--- config.mk ---
export PLATFORM = sky130hd
export DESIGN_NAME = cache_mem_arbiter_flat
export DESIGN_NICKNAME = d
export VERILOG_FILES = /design/src/rtl/cache_mem_arbiter_if.sv /design/src/rtl/cache_mem_arbiter.sv /design/src/flat_wrapper.sv
export SDC_FILE = /design/constraint.sdc
export NUM_CORES = 1
export LEC_CHECK = 0
export BUFFER_PORTS_ARGS = -buffer_cell sky130_fd_sc_hd__buf_2
export CAP_MARGIN = 10
export CORE_AREA = 8 8 326 328
export CTS_CLUSTER_SIZE = 28
export DETAILED_ROUTE_END_ITERATION = 8
export DIE_AREA = 0 0 334 336
export HOLD_SLACK_MARGIN = 0.02
export PLACE_DENSITY_LB_ADDON = 0.2
export SETUP_SLACK_MARGIN = 0.02
export SYNTH_ARGS = -nofsm -noshare
export SYNTH_HDL_FRONTEND = slang
export SYNTH_SLANG_ARGS = --single-unit
export TNS_END_PERCENT = 10
--- constraint.sdc ---
create_clock -name clk -period 5.4 [get_ports clk]
set_input_delay 1.08 -clock clk [delete_from_list [all_inputs] [get_ports clk]]
set_output_delay 1.08 -clock clk [all_outputs]
set_load 0.02 [all_outputs]
--- src/rtl/cache_mem_arbiter_if.sv ---
// Cache-side and memory-side handshake bundle shared by the I/D-cache memory arbiter.
// The arbiter holds the master view; caches and the memory model sit on the slave view.
interface cache_mem_arbiter_if #(
  parameter int ADDR_W = 28,
  parameter int DATA_W = 128
);
  logic              i_read;
  logic              i_write;
  logic [ADDR_W-1:0] i_addr;
  logic [DATA_W-1:0] i_wdata;
  logic              i_ready;
  logic [DATA_W-1:0] i_rdata;

  logic              d_read;
  logic              d_write;
  logic [ADDR_W-1:0] d_addr;
  logic [DATA_W-1:0] d_wdata;
  logic              d_ready;
  logic [DATA_W-1:0] d_rdata;

  logic              mem_read;
  logic              mem_write;
  logic [ADDR_W-1:0] mem_addr;
  logic [DATA_W-1:0] mem_wdata;
  logic [DATA_W-1:0] mem_rdata;
  logic              mem_ready;

  modport master (
    input  i_read, i_write, i_addr, i_wdata,
    output i_ready, i_rdata,
    input  d_read, d_write, d_addr, d_wdata,
    output d_ready, d_rdata,
    output mem_read, mem_write, mem_addr, mem_wdata,
    input  mem_rdata, mem_ready
  );

  modport slave (
    output i_read, i_write, i_addr, i_wdata,
    input  i_ready, i_rdata,
    output d_read, d_write, d_addr, d_wdata,
    input  d_ready, d_rdata,
    input  mem_read, mem_write, mem_addr, mem_wdata,
    output mem_rdata, mem_ready
  );
endinterface

--- src/rtl/cache_mem_arbiter.sv ---
// Round-robin arbiter sharing one memory line port between I-cache and D-cache; all outputs registered.
// Strobe follows grant by one edge, ready pulses the edge after mem_ready; the loser waits with its request held.
module cache_mem_arbiter #(
  parameter int ADDR_W = 28,
  parameter int DATA_W = 128
) (
  input  logic                 clk,
  input  logic                 rst_n,
  cache_mem_arbiter_if.master  bus
);

  typedef enum logic [1:0] {IDLE, SERVE_I, SERVE_D, DONE} state_t;

  state_t            state_q, state_d;
  logic              last_d_q, last_d_d;
  logic              mem_read_q, mem_read_d;
  logic              mem_write_q, mem_write_d;
  logic [ADDR_W-1:0] mem_addr_q, mem_addr_d;
  logic [DATA_W-1:0] mem_wdata_q, mem_wdata_d;
  logic              i_ready_q, i_ready_d;
  logic [DATA_W-1:0] i_rdata_q, i_rdata_d;
  logic              d_ready_q, d_ready_d;
  logic [DATA_W-1:0] d_rdata_q, d_rdata_d;

  logic i_act;
  logic d_act;
  logic grant_i;
  logic grant_d;

  assign i_act = bus.i_read | bus.i_write;
  assign d_act = bus.d_read | bus.d_write;

  // On a tie, hand the port to whichever side was not served last.
  assign grant_d = d_act & (~i_act | ~last_d_q);
  assign grant_i = i_act & ~grant_d;

  always_comb begin
    state_d     = state_q;
    last_d_d    = last_d_q;
    mem_read_d  = mem_read_q;
    mem_write_d = mem_write_q;
    mem_addr_d  = mem_addr_q;
    mem_wdata_d = mem_wdata_q;
    i_ready_d   = 1'b0;
    i_rdata_d   = i_rdata_q;
    d_ready_d   = 1'b0;
    d_rdata_d   = d_rdata_q;

    unique case (state_q)
      IDLE: begin
        if (grant_d) begin
          mem_addr_d  = bus.d_addr;
          mem_wdata_d = bus.d_wdata;
          mem_write_d = bus.d_write;
          mem_read_d  = ~bus.d_write;
          last_d_d    = 1'b1;
          state_d     = SERVE_D;
        end else if (grant_i) begin
          mem_addr_d  = bus.i_addr;
          mem_wdata_d = bus.i_wdata;
          mem_write_d = bus.i_write;
          mem_read_d  = ~bus.i_write;
          last_d_d    = 1'b0;
          state_d     = SERVE_I;
        end
      end
      SERVE_I: begin
        if (bus.mem_ready) begin
          mem_read_d  = 1'b0;
          mem_write_d = 1'b0;
          i_ready_d   = 1'b1;
          i_rdata_d   = bus.mem_rdata;
          state_d     = DONE;
        end
      end
      SERVE_D: begin
        if (bus.mem_ready) begin
          mem_read_d  = 1'b0;
          mem_write_d = 1'b0;
          d_ready_d   = 1'b1;
          d_rdata_d   = bus.mem_rdata;
          state_d     = DONE;
        end
      end
      // One dead cycle lets the served cache drop its request before rearbitration.
      DONE: begin
        state_d = IDLE;
      end
      default: begin
        state_d = IDLE;
      end
    endcase
  end

  always_ff @(posedge clk or negedge rst_n) begin
    if (!rst_n) begin
      state_q     <= IDLE;
      last_d_q    <= 1'b0;
      mem_read_q  <= 1'b0;
      mem_write_q <= 1'b0;
      mem_addr_q  <= '0;
      mem_wdata_q <= '0;
      i_ready_q   <= 1'b0;
      i_rdata_q   <= '0;
      d_ready_q   <= 1'b0;
      d_rdata_q   <= '0;
    end else begin
      state_q     <= state_d;
      last_d_q    <= last_d_d;
      mem_read_q  <= mem_read_d;
      mem_write_q <= mem_write_d;
      mem_addr_q  <= mem_addr_d;
      mem_wdata_q <= mem_wdata_d;
      i_ready_q   <= i_ready_d;
      i_rdata_q   <= i_rdata_d;
      d_ready_q   <= d_ready_d;
      d_rdata_q   <= d_rdata_d;
    end
  end

  assign bus.mem_read  = mem_read_q;
  assign bus.mem_write = mem_write_q;
  assign bus.mem_addr  = mem_addr_q;
  assign bus.mem_wdata = mem_wdata_q;
  assign bus.i_ready   = i_ready_q;
  assign bus.i_rdata   = i_rdata_q;
  assign bus.d_ready   = d_ready_q;
  assign bus.d_rdata   = d_rdata_q;

  a_ready_onehot: assert property (@(posedge clk) disable iff (!rst_n)
    !(i_ready_q && d_ready_q));
  a_strobe_onehot: assert property (@(posedge clk) disable iff (!rst_n)
    !(mem_read_q && mem_write_q));
  a_ready_single: assert property (@(posedge clk) disable iff (!rst_n)
    (i_ready_q || d_ready_q) |=> !(i_ready_q || d_ready_q));

endmodule

--- src/flat_wrapper.sv ---
// flat-port wrapper written by rule: the top's interface ports become plain ports
module cache_mem_arbiter_flat 
#(
  parameter int ADDR_W = 28,
  parameter int DATA_W = 128
)
  (clk, rst_n, bus_i_read, bus_i_write, bus_i_addr, bus_i_wdata, bus_i_ready, bus_i_rdata, bus_d_read, bus_d_write, bus_d_addr, bus_d_wdata, bus_d_ready, bus_d_rdata, bus_mem_read, bus_mem_write, bus_mem_addr, bus_mem_wdata, bus_mem_rdata, bus_mem_ready);
  cache_mem_arbiter_if #(.ADDR_W(ADDR_W), .DATA_W(DATA_W)) bus_i ();
  input  logic clk;
  input  logic rst_n;
  input wire logic [$bits(bus_i.i_read)-1:0] bus_i_read;
  input wire logic [$bits(bus_i.i_write)-1:0] bus_i_write;
  input wire logic [$bits(bus_i.i_addr)-1:0] bus_i_addr;
  input wire logic [$bits(bus_i.i_wdata)-1:0] bus_i_wdata;
  output wire logic [$bits(bus_i.i_ready)-1:0] bus_i_ready;
  output wire logic [$bits(bus_i.i_rdata)-1:0] bus_i_rdata;
  input wire logic [$bits(bus_i.d_read)-1:0] bus_d_read;
  input wire logic [$bits(bus_i.d_write)-1:0] bus_d_write;
  input wire logic [$bits(bus_i.d_addr)-1:0] bus_d_addr;
  input wire logic [$bits(bus_i.d_wdata)-1:0] bus_d_wdata;
  output wire logic [$bits(bus_i.d_ready)-1:0] bus_d_ready;
  output wire logic [$bits(bus_i.d_rdata)-1:0] bus_d_rdata;
  output wire logic [$bits(bus_i.mem_read)-1:0] bus_mem_read;
  output wire logic [$bits(bus_i.mem_write)-1:0] bus_mem_write;
  output wire logic [$bits(bus_i.mem_addr)-1:0] bus_mem_addr;
  output wire logic [$bits(bus_i.mem_wdata)-1:0] bus_mem_wdata;
  input wire logic [$bits(bus_i.mem_rdata)-1:0] bus_mem_rdata;
  input wire logic [$bits(bus_i.mem_ready)-1:0] bus_mem_ready;
  assign bus_i.i_read = bus_i_read;
  assign bus_i.i_write = bus_i_write;
  assign bus_i.i_addr = bus_i_addr;
  assign bus_i.i_wdata = bus_i_wdata;
  assign bus_i_ready = bus_i.i_ready;
  assign bus_i_rdata = bus_i.i_rdata;
  assign bus_i.d_read = bus_d_read;
  assign bus_i.d_write = bus_d_write;
  assign bus_i.d_addr = bus_d_addr;
  assign bus_i.d_wdata = bus_d_wdata;
  assign bus_d_ready = bus_i.d_ready;
  assign bus_d_rdata = bus_i.d_rdata;
  assign bus_mem_read = bus_i.mem_read;
  assign bus_mem_write = bus_i.mem_write;
  assign bus_mem_addr = bus_i.mem_addr;
  assign bus_mem_wdata = bus_i.mem_wdata;
  assign bus_i.mem_rdata = bus_mem_rdata;
  assign bus_i.mem_ready = bus_mem_ready;
  cache_mem_arbiter #(.ADDR_W(ADDR_W), .DATA_W(DATA_W)) u_core (.clk(clk), .rst_n(rst_n), .bus(bus_i));
endmodule
==> impl_metrics.env, run 1 <==
export IMPL_status="finished clean"
export IMPL_ys_flop_type="dfrtp_1"
export IMPL_yosys_warnings=0
export IMPL_cp_arrival_ns=1.28
export IMPL_clock_path_buffers=3
export IMPL_finalSetupViolCount=0
export IMPL_path_max_fanout=2
export IMPL_synth_compound_area_share_pct=15.6
export IMPL_cp_end_kind="primary output"
export IMPL_crit_reg2reg_launch="u_core.state_q[1]"
export IMPL_path_class="flip-flop to primary output"
export IMPL_async_flop_share_pct=100
export IMPL_yosysSeqAreaShare_pct=60.5
export IMPL_vias=15486
export IMPL_drt_iter0_markers=827
export IMPL_dr_pass1_iters=5
export IMPL_power_frac_seq_pct=32.7
export IMPL_syn2layout_area_growth_pct=43.1
export IMPL_maxSlewHeadroom_pct=36.5
export IMPL_ios=863
export IMPL_cts_clk_slew_worst_paths_ns=0.06
export IMPL_rsz0062_at_grt="false"
export IMPL_drive_gt1_share_pct=53.5
export IMPL_hpwl_mm=59.6
export IMPL_ys_types=31
export IMPL_worst_pin_slew_ns=0.952
export IMPL_cts_htree_levels=2
export IMPL_synth_fa_ha_area_share_pct=0.361
export IMPL_pre_cts_slack_ns=2.48
export IMPL_fmax_ghz=0.424
export IMPL_die_h_um=336
export IMPL_start_util_pct=17.2
export IMPL_synthTopCellsByArea="dfrtp_1 61%, mux2_2 17%, a31oi_1 5.6%"
export IMPL_hold_class="flip-flop to flip-flop"
export IMPL_finalHoldViolCount=0
export IMPL_clock_root_buffer="clkbuf_16"
export IMPL_synth_xor_area_share_pct=0
export IMPL_fill_cells=10984
export IMPL_post_cts_buffers=0
export IMPL_tritoncts="yes"
export IMPL_grt_antenna_before_repair=10
export IMPL_powerDensity_nw_per_um2=699
export IMPL_synth_edf_count=0
export IMPL_clock_skew_ns=0.0250
export IMPL_synth_top_area_cell="dfrtp_1"
export IMPL_synth_nets=1917
export IMPL_wl_per_cell_um=21.9
export IMPL_clock_sinks=419
export IMPL_cpPeakStageDelay_ns=0.46
export IMPL_critPathTopFamily="flip-flops"
export IMPL_switchingPower_mw=7.58
export IMPL_muxShareOfSynthArea_pct=16.6
export IMPL_worst_path_buf_inv=1
export IMPL_wirelength_mm=79.4
export IMPL_numCtsBuffers=50
export IMPL_clk_latency_ns=0.61
export IMPL_grt_max_degree=149
export IMPL_grt_pass1_vias=16705
export IMPL_synth_commonest_cells="419 x dfrtp_1, 256 x mux2_2, 158 x a21oi_1"
export IMPL_core_um2=101000
export IMPL_finalSetupTns_ns=0
export IMPL_final_nets=2722
export IMPL_regArea_um2=10500
export IMPL_track_usage_pct=13.4
export IMPL_place_congestion=0.838
export IMPL_critPathSlowestCell="dfrtp_1"
export IMPL_required_ns=4.32
export IMPL_crit_start="u_core.bus.d_rdata[4]"
export IMPL_fin_crit_sh_pct=43.7
export IMPL_path_cells="buf_2"
export IMPL_syn_area_um2=17300
export IMPL_cap_violations=0
export IMPL_die_w_um=334
export IMPL_hp_start="u_core.bus.d_rdata[109]"
export IMPL_num_rows=117
export IMPL_critPathLaunchType="flip-flop"
export IMPL_power_leakage_nw=11.3
export IMPL_cts_resized=0
export IMPL_ctsHoldBuffers=0
export IMPL_ant_nets=0
export IMPL_dieArea_um2=112000
export IMPL_vdd_drop_max_v=0.000356
export IMPL_port_buffer_count=862
export IMPL_finalMaxSlewViolations=0
export IMPL_clkPwrFrac_pct=20.2
export IMPL_multi_input_area_um2=6300
export IMPL_overflow=0
export IMPL_synth_avg_cell_area_um2=11.8
export IMPL_yosysTopAreaCellShare_pct=60.5
export IMPL_grt_pass1_wl_mm=116
export IMPL_synthCells=1465
export IMPL_finalPower_mw=17.3
export IMPL_period_minus_slack_ns=2.36
export IMPL_yosysMostFrequentCell="dfrtp_1"
export IMPL_synth_simple_area_share_pct=3.60
export IMPL_swShare_pct=43.8
export IMPL_synth_top_family_by_area="multiplexers"
export IMPL_layout_setup_ws_ns=3.04
export IMPL_drc=0
export IMPL_p_int_mw=9.75
export IMPL_vias_per_cell=4.27
export IMPL_p_comb_share_pct=47.1
export IMPL_synth_seq_cells=419
==> power groups by stage <==
stage | combinational [mW] | sequential, mW | clock (mW)
after floorplan | 2.98 | 7.55 | 0
after global placement | 8.27 | 5.70 | 0
after detailed placement | 8.34 | 5.72 | 0
after CTS | 8.35 | 5.69 | 3.63
after global routing | 8.78 | 5.88 | 3.76
final | 8.16 | 5.67 | 3.50
==> through the flow <==
stage | util, % | hold WS [ns] | instances | area, um2
after detailed placement | 22.8 | 0.488 | 3527 | 23100
after global routing | 24.5 | 0.508 | 3624 | 24800
after floorplan | - | 0.506 | 1465 | 17300
after CTS | 24.5 | 0.500 | 3620 | 24800
after global placement | 22.8 | 0.482 | 3527 | 23100
final | 24.5 | 0.496 | 3626 | 24800
==> layout make-up <==
cell class,instances,area share [%]
multi-input cells,911,25.4
diodes,6,0.0606
repair buffers,883,18.6
clock inverters,27,1.08
inverters,5,0.0858
clock buffers,66,5.78
well taps,1309,6.61
flip-flops and latches,419,42.3
==> cells in the final DEF, fill, tap and decap left out, types with 10 or more instances in the layout <==
cell type / count
clkbuf_8: 10
clkinv_2: 16
a31oi_1: 156
a21oi_1: 158
nor2_1: 156
buf_12: 11
buf_2: 861
dfrtp_1: 419
buf_4: 10
mux2_2: 256
o21ai_0: 154
clkbuf_16: 51
==> metal layers <==
metal  vias to the layer above  GRT usage [%]  wire length, um  share of wire, %
met4                        10           4.45             2420               3.1
met1                      7764           15.2            30100                38
met3                       132           4.03             6180               7.8
met2                       652           24.0            40600                51
li1                       6928              -                -                 -
met5                         -              0               61             0.077
==> cells by family after synthesis <==
kind of cell / Yosys count
adders and majority gates: 5
buffers and inverters: 135
and+or+nand+nor: 164
DFF: 419
muxes: 256
AOI/OAI and AO/OA: 486
==> path summary, 6_finish.rpt <==
path	end	slack (ns)	cells after the start
min in group asynchronous	u_core.bus.i_rdata[83]	0.57	1
worst max register to register	u_core.bus.i_rdata[100]	3.06	5
max in group asynchronous	u_core.bus.i_rdata[12]	3.65	2
worst min register to register	u_core.bus.d_rdata[109]	0.50	1
worst max-delay path	bus_d_rdata[4]	3.04	1
worst min-delay path	u_core.bus.d_rdata[109]	0.50	1
==> flip-flops by register name, summed over array words and instances, names as in the netlist, 2 cells and up <==
name / flops
u_core.bus.i_rdata: 128
u_core.bus.mem_wdata: 128
u_core.state_q: 2
u_core.bus.mem_addr: 28
u_core.bus.d_rdata: 128
(Power assumes the default switching activity.)
==> inputs of run 2 (changes only) <==
==> constraint.sdc (replaced) <==
create_clock -name clk -period 2.02 [get_ports clk]
set_input_delay 0.404 -clock clk [delete_from_list [all_inputs] [get_ports clk]]
set_output_delay 0.404 -clock clk [all_outputs]
set_load 0.02 [all_outputs]
==> run 2 against run 1 <==
Critical path type is now flip-flop to flip-flop; worst setup slack worse by 2.9 ns; non-clock buffer count is 315 higher; clock power rose to 2.8 times the previous value; cell count is 8.7% higher; sequential cell count unchanged; die area is the same; critical endpoint is now u_core.bus.mem_wdata[79]; routed wire length up 2.8%; worst hold slack got worse by 0.43 ns.
==> impl_metrics.env, run 2 (synthesis results as in run 1) <==
export IMPL_status="finished clean"
export IMPL_die_w_um=334
export IMPL_cp_end_kind="flip-flop"
export IMPL_path_class="flip-flop to flip-flop"
export IMPL_ios=863
export IMPL_ant_nets=0
export IMPL_cp_arrival_ns=2.38
export IMPL_grt_pass1_wl_mm=121
export IMPL_worst_path_buf_inv=2
export IMPL_clock_sinks=419
export IMPL_period_minus_slack_ns=1.91
export IMPL_dieArea_um2=112000
export IMPL_timing_rr_end="u_core.bus.mem_wdata[79]"
export IMPL_vdd_drop_max_v=0.000648
export IMPL_hpwl_mm=63.7
export IMPL_drt_iter0_markers=927
export IMPL_fmax_ghz=0.525
export IMPL_powerDensity_nw_per_um2=1720
export IMPL_critPathLaunchType="flip-flop"
export IMPL_top_usage_layer="met2"
export IMPL_finalHoldViolCount=0
export IMPL_finalPower_mw=48.5
export IMPL_holdPathEnd="u_core.bus.mem_wdata[70]"
export IMPL_overflow=0
export IMPL_clock_path_buffers=3
export IMPL_multi_input_area_um2=6310
export IMPL_port_buffer_count=862
export IMPL_worst_pin_slew_ns=0.680
export IMPL_cts_clk_slew_worst_paths_ns=0.06
export IMPL_layout_setup_ws_ns=0.114
export IMPL_holdPathStages=3
export IMPL_dr_pass1_iters=5
export IMPL_core_um2=101000
export IMPL_tritoncts="yes"
export IMPL_post_cts_buffers=0
export IMPL_hp_start="bus_i_wdata[70]"
export IMPL_hold_class="input port to flip-flop"
export IMPL_postPlaceCellArea_um2=23900
export IMPL_maxSlewHeadroom_pct=54.6
export IMPL_holdWs_ns=0.0681
export IMPL_critPathTopFamily="compound AO/OA/AOI/OAI gates"
export IMPL_met2_usage_pct=25.1
export IMPL_fin_area_um2=28100
export IMPL_die_h_um=336
export IMPL_path_max_fanout=44
export IMPL_clock_skew_ns=0.0125
export IMPL_drc=0
export IMPL_final_common_cell="buf_2"
export IMPL_fin_crit_sh_pct=94.3
export IMPL_layout_common_cells="861 x buf_2, 419 x dfrtp_1, 256 x mux2_2"
export IMPL_pre_cts_slack_ns=0.0470
export IMPL_r2r_cells=6
export IMPL_numCtsBuffers=50
export IMPL_final_nets=3037
export IMPL_finalSetupViolCount=0
export IMPL_grt_use_met3_pct=3.97
export IMPL_grt_max_degree=81
export IMPL_cpPeakStageDelay_ns=0.44
export IMPL_syn2layout_area_growth_pct=62.3
export IMPL_required_ns=2.49
export IMPL_num_rows=117
export IMPL_grt_antenna_before_repair=11
export IMPL_regArea_um2=10500
export IMPL_fill_cells=10696
export IMPL_track_usage_pct=13.9
export IMPL_cts_htree_levels=2
export IMPL_rsz0062_at_grt="false"
export IMPL_wl_per_cell_um=20.7
export IMPL_vias_per_cell=4.21
export IMPL_clock_root_buffer="clkbuf_16"
export IMPL_path_cells="inv_1, ha_2, o41ai_4, buf_12, a31oi_1, a21oi_1"
export IMPL_finalMaxSlewViolations=0
export IMPL_vias=16597
export IMPL_drive_gt1_share_pct=50.0
export IMPL_worst_r2r_setup_slack_ns=0.11
export IMPL_crit_reg2reg_launch="u_core.state_q[0]"
export IMPL_place_congestion=0.856
export IMPL_wirelength_mm=81.6
export IMPL_start_util_pct=17.2
export IMPL_grt_pass1_vias=18356
export IMPL_critPathSlowestCell="a31oi_1"
export IMPL_cap_violations=0
export IMPL_finalSetupTns_ns=0
export IMPL_power_leakage_nw=12.8
export IMPL_clk_latency_ns=0.61
export IMPL_gr_usage_met1_pct=15.7
## run 2: area by class of cell
cell class | count | area share [%]
sequential | 419 | 37.3
timing repair buffer | 1198 | 27.8
multi-input combinational | 911 | 22.4
tap | 1309 | 5.83
clock buffer | 76 | 5.33
clock inverter | 16 | 1.17
inverter | 5 | 0.0757
antenna | 6 | 0.0534
## run 2: where the power goes
group / internal [mW] / switching [mW]
sequential: 12.8 / 2.52
combinational: 8.98 / 14.3
clock: 6.15 / 3.78
total: 27.9 / 20.6
## run 2: per-stage QoR
step / cells / util [%]
after detailed placement: 3609 / 23.7
after global routing: 3936 / 27.8
after CTS: 3934 / 27.8
after floorplan: 1465 / -
final: 3940 / 27.8
after global placement: 3609 / 23.7
## run 2: layer usage
layer / vias up / part of all wire [%]
met2: 712 / 52
met1: 8207 / 38
met5: - / 0.056
li1: 7553 / -
met3: 117 / 7.5
met4: 8 / 2.8
## run 2: worst register-to-register path, delay by kind of cell, from the launching register on
| family | cells | cell delay (ns) |
|---|---|---|
| buffers and inverters | 2 | 0.30 |
| flip-flops | 1 | 0.38 |
| adder cells (fa/ha/maj) | 1 | 0.29 |
| AO/OA/AOI/OAI | 3 | 0.80 |
## run 2: repair_timing
item                                    CTS  global route
endpoints found under the hold margin   381             0
endpoints found under the setup margin    0             2
gates resized for setup                   0             1
hold buffers                            233             0
## run 2: worst max-delay path by stage
| stage | start | slack [ns] | cells past startpoint | to |
|---|---|---|---|---|
| final | u_core.state_q[0] | 0.11 | 6 | u_core.bus.mem_wdata[79] |
| after global routing | u_core.state_q[0] | 0.1 | 6 | u_core.bus.d_rdata[81] |
| after CTS | u_core.state_q[0] | 0.06 | 7 | u_core.bus.mem_wdata[78] |
| after detailed placement | u_core.state_q[0] | 0.05 | 7 | u_core.bus.mem_wdata[78] |
| after global placement | u_core.state_q[0] | 0.05 | 7 | u_core.bus.mem_wdata[78] |
| after floorplan | u_core.state_q[0] | 0.27 | 7 | u_core.bus.d_rdata[45] |
==> inputs of run 3 (changes only) <==
--- a/config.mk
+++ b/config.mk
@@ -5,12 +5,13 @@
 export SDC_FILE = /design/constraint.sdc
 export NUM_CORES = 1
 export LEC_CHECK = 0
+export ABC_AREA = 1
 export BUFFER_PORTS_ARGS = -buffer_cell sky130_fd_sc_hd__buf_2
 export CAP_MARGIN = 10
-export CORE_AREA = 8 8 326 328
+export CORE_AREA = 8 8 330 332
 export CTS_CLUSTER_SIZE = 28
 export DETAILED_ROUTE_END_ITERATION = 8
-export DIE_AREA = 0 0 334 336
+export DIE_AREA = 0 0 338 340
 export HOLD_SLACK_MARGIN = 0.02
 export PLACE_DENSITY_LB_ADDON = 0.2
 export SETUP_SLACK_MARGIN = 0.02
==> run 3 against run 2 <==
Clock power up 7%; combinational power is 9.9% lower; routed wire length is 11% higher; die area grew 2.4%; clock-buffer cell count fell by 2; non-clock buffer count down 146; register-to-register slack better by 0.26 ns; worst hold slack gained 0.011 ns; largest power group unchanged.
==> impl_metrics.env, run 3 <==
export IMPL_holdPathEnd="u_core.bus.i_rdata[23]"
export IMPL_worst_r2r_setup_slack_ns=0.37
export IMPL_ios=863
export IMPL_final_common_cell="nand2_1"
export IMPL_timing_rr_end="u_core.bus.mem_wdata[19]"
export IMPL_async_flop_share_pct=100
export IMPL_critPathLaunchType="flip-flop"
export IMPL_synth_xor_area_share_pct=0
export IMPL_tritoncts="yes"
export IMPL_clock_root_buffer="clkbuf_16"
export IMPL_wl_per_cell_um=19.7
export IMPL_hold_class="input port to flip-flop"
export IMPL_clkPwrFrac_pct=22.9
export IMPL_cp_depth=1
export IMPL_synth_seq_cells=419
export IMPL_status="finished clean"
export IMPL_finalSetupViolCount=0
export IMPL_synth_top_area_cell="dfrtp_1"
export IMPL_clk_latency_ns=0.63
export IMPL_clock_sinks=419
export IMPL_drc=0
export IMPL_required_ns=1.62
export IMPL_dieArea_um2=115000
export IMPL_synth_compound_area_share_pct=7.31
export IMPL_p_comb_share_pct=45.5
export IMPL_final_nets=3606
export IMPL_syn_area_um2=17800
export IMPL_r2r_cells=7
export IMPL_grt_pass1_wl_mm=130
export IMPL_critPathSlowestCell="dfrtp_1"
export IMPL_clock_path_buffers=3
export IMPL_cpPeakStageDelay_ns=0.52
export IMPL_cts_htree_levels=2
export IMPL_core_um2=104000
export IMPL_finalMaxSlewViolations=0
export IMPL_synth_edf_count=0
export IMPL_holdPathStages=3
export IMPL_grt_pass1_vias=19057
export IMPL_wl_met1_mm=34.0
export IMPL_fmax_ghz=0.559
export IMPL_swShare_pct=45.2
export IMPL_p_int_mw=25.4
export IMPL_route_met2_wl_mm=44.1
export IMPL_cp_arrival_ns=1.39
export IMPL_yosysMostFrequentCell="nand2_1"
export IMPL_synthTopCellsByArea="dfrtp_1 59%, nand2_1 22%, o21ai_0 7.2%"
export IMPL_cp_end_kind="primary output"
export IMPL_overflow=0
export IMPL_post_cts_buffers=0
export IMPL_worst_path_buf_inv=1
export IMPL_multi_input_area_um2=6200
export IMPL_synth_fa_ha_area_share_pct=0.352
export IMPL_crit_reg2reg_launch="u_core.last_d_q"
export IMPL_synth_top_family_by_area="simple AND/OR/NAND/NOR gates"
export IMPL_ant_nets=0
export IMPL_syn2layout_area_growth_pct=53.7
export IMPL_layout_common_cells="1055 x nand2_1, 861 x buf_2, 419 x dfrtp_1"
export IMPL_synth_nets=2640
export IMPL_period_minus_slack_ns=1.79
export IMPL_dr_wl_met3_mm=8.32
export IMPL_drt_iter0_markers=1076
export IMPL_numCtsBuffers=53
export IMPL_hpwl_mm=72.0
export IMPL_grt_max_degree=82
export IMPL_clock_skew_ns=0.0488
export IMPL_fill_cells=11526
export IMPL_ys_types=15
export IMPL_ys_flop_type="dfrtp_1"
export IMPL_synth_avg_cell_area_um2=8.13
export IMPL_fin_crit_sh_pct=88.6
export IMPL_path_cells="buf_2"
export IMPL_worst_pin_slew_ns=0.576
export IMPL_vias=17790
export IMPL_grt_antenna_before_repair=11
export IMPL_dr_pass1_iters=8
export IMPL_vias_per_cell=3.87
export IMPL_switchingPower_mw=20.9
export IMPL_powerDensity_nw_per_um2=1690
export IMPL_finalSetupTns_ns=0
export IMPL_path_max_fanout=2
export IMPL_critPathTopFamily="flip-flops"
export IMPL_die_h_um=340
export IMPL_path_class="flip-flop to primary output"
export IMPL_fin_util_pct=26.3
export IMPL_yosys_warnings=0
export IMPL_regArea_um2=10500
export IMPL_hp_start="bus_mem_rdata[23]"
export IMPL_yosysTopAreaCellShare_pct=58.9
export IMPL_start_util_pct=17.1
export IMPL_rsz0062_at_grt="false"
export IMPL_track_usage_pct=15.0
export IMPL_yosysSeqAreaShare_pct=58.9
export IMPL_muxShareOfSynthArea_pct=0
export IMPL_num_rows=119
export IMPL_place_congestion=0.872
export IMPL_cap_violations=0
export IMPL_cts_clk_slew_worst_paths_ns=0.06
export IMPL_die_w_um=338
export IMPL_maxSlewHeadroom_pct=61.6
export IMPL_finalHoldViolCount=0
export IMPL_power_leakage_nw=15.4
export IMPL_power_frac_seq_pct=31.7
export IMPL_vdd_drop_max_v=0.00101
export IMPL_port_buffer_count=862
export IMPL_synth_commonest_cells="1059 x nand2_1, 419 x dfrtp_1, 256 x o21ai_0"
export IMPL_wirelength_mm=90.5
export IMPL_drive_gt1_share_pct=32.4
export IMPL_dr_max_layer_used="met5"
export IMPL_synthCells=2188
export IMPL_synth_simple_area_share_pct=27.0
-- run 3: cell count changes after synthesis, sizes merged, moves of 150 or more --
cell	delta
a21oi	-157
mux2	-256
a31oi	-156
nand2	+1056
nand3	+158
nor2	-150
-- run 3: how the worst max path moves through the flow --
| stage | from | end | slack, ns |
|---|---|---|---|
| final | u_core.bus.mem_wdata[12] | bus_mem_wdata[12] | 0.23 |
| after global routing | u_core.bus.mem_wdata[12] | bus_mem_wdata[12] | 0.18 |
| after CTS | u_core.bus.mem_wdata[12] | bus_mem_wdata[12] | 0.16 |
| after detailed placement | bus_d_write | u_core.bus.mem_addr[25] | 0.01 |
| after global placement | bus_d_write | u_core.bus.mem_addr[25] | 0.02 |
| after floorplan | u_core.state_q[0] | u_core.bus.d_rdata[83] | 0.52 |
-- run 3: through the flow --
stage                     hold WS, ns  power [mW]  instance area, um2  cells  setup slack, ns
final                          0.0796        46.3               27400   4592            0.231
after global routing           0.0448        49.6               27300   4589            0.176
after CTS                      0.0209        47.3               27300   4587            0.158
after detailed placement        0.399        36.1               24300   4379           0.0127
after global placement          0.405        36.1               24300   4379           0.0186
after floorplan                 0.108        26.0               17800   2188            0.515
-- run 3: logic make-up after synthesis --
group                      count (synthesis)
AOI/OAI and AO/OA                        259
adders and majority gates                  5
buffers and inverters                    280
DFF                                      419
and+or+nand+nor                         1225
-- run 3: final cells by class --
class / count / share of cell area, %
clock inverters: 23 / 1.60
clock buffers: 74 / 5.50
multi-input cells: 1489 / 22.7
well taps: 1391 / 6.36
diodes: 5 / 0.0457
repair buffers: 1052 / 23.6
flip-flops and latches: 419 / 38.3
inverters: 139 / 1.94
-- run 3: layer usage --
layer  global-route usage [%]  vias to the layer above
li1                         -                     8731
met1                     16.7                     8232
met2                     26.2                      673
met3                     5.01                      146
met4                     6.09                        8
met5                        0                        -
-- run 3: timing repair --
action	4_1_cts	5_1_grt
hold buffers	111	0
endpoints found under the hold margin	216	0
gates resized for setup	0	0
-- run 3: power groups by stage --
stage / Combinational [mW] / Clock [mW] / Sequential, mW
floorplan: 6.82 / 0 / 19.1
global placement: 21.4 / 0 / 14.8
detailed placement: 21.4 / 0 / 14.7
CTS: 21.6 / 11.0 / 14.7
global route: 23.2 / 11.3 / 15.2
finish: 21.0 / 10.6 / 14.6
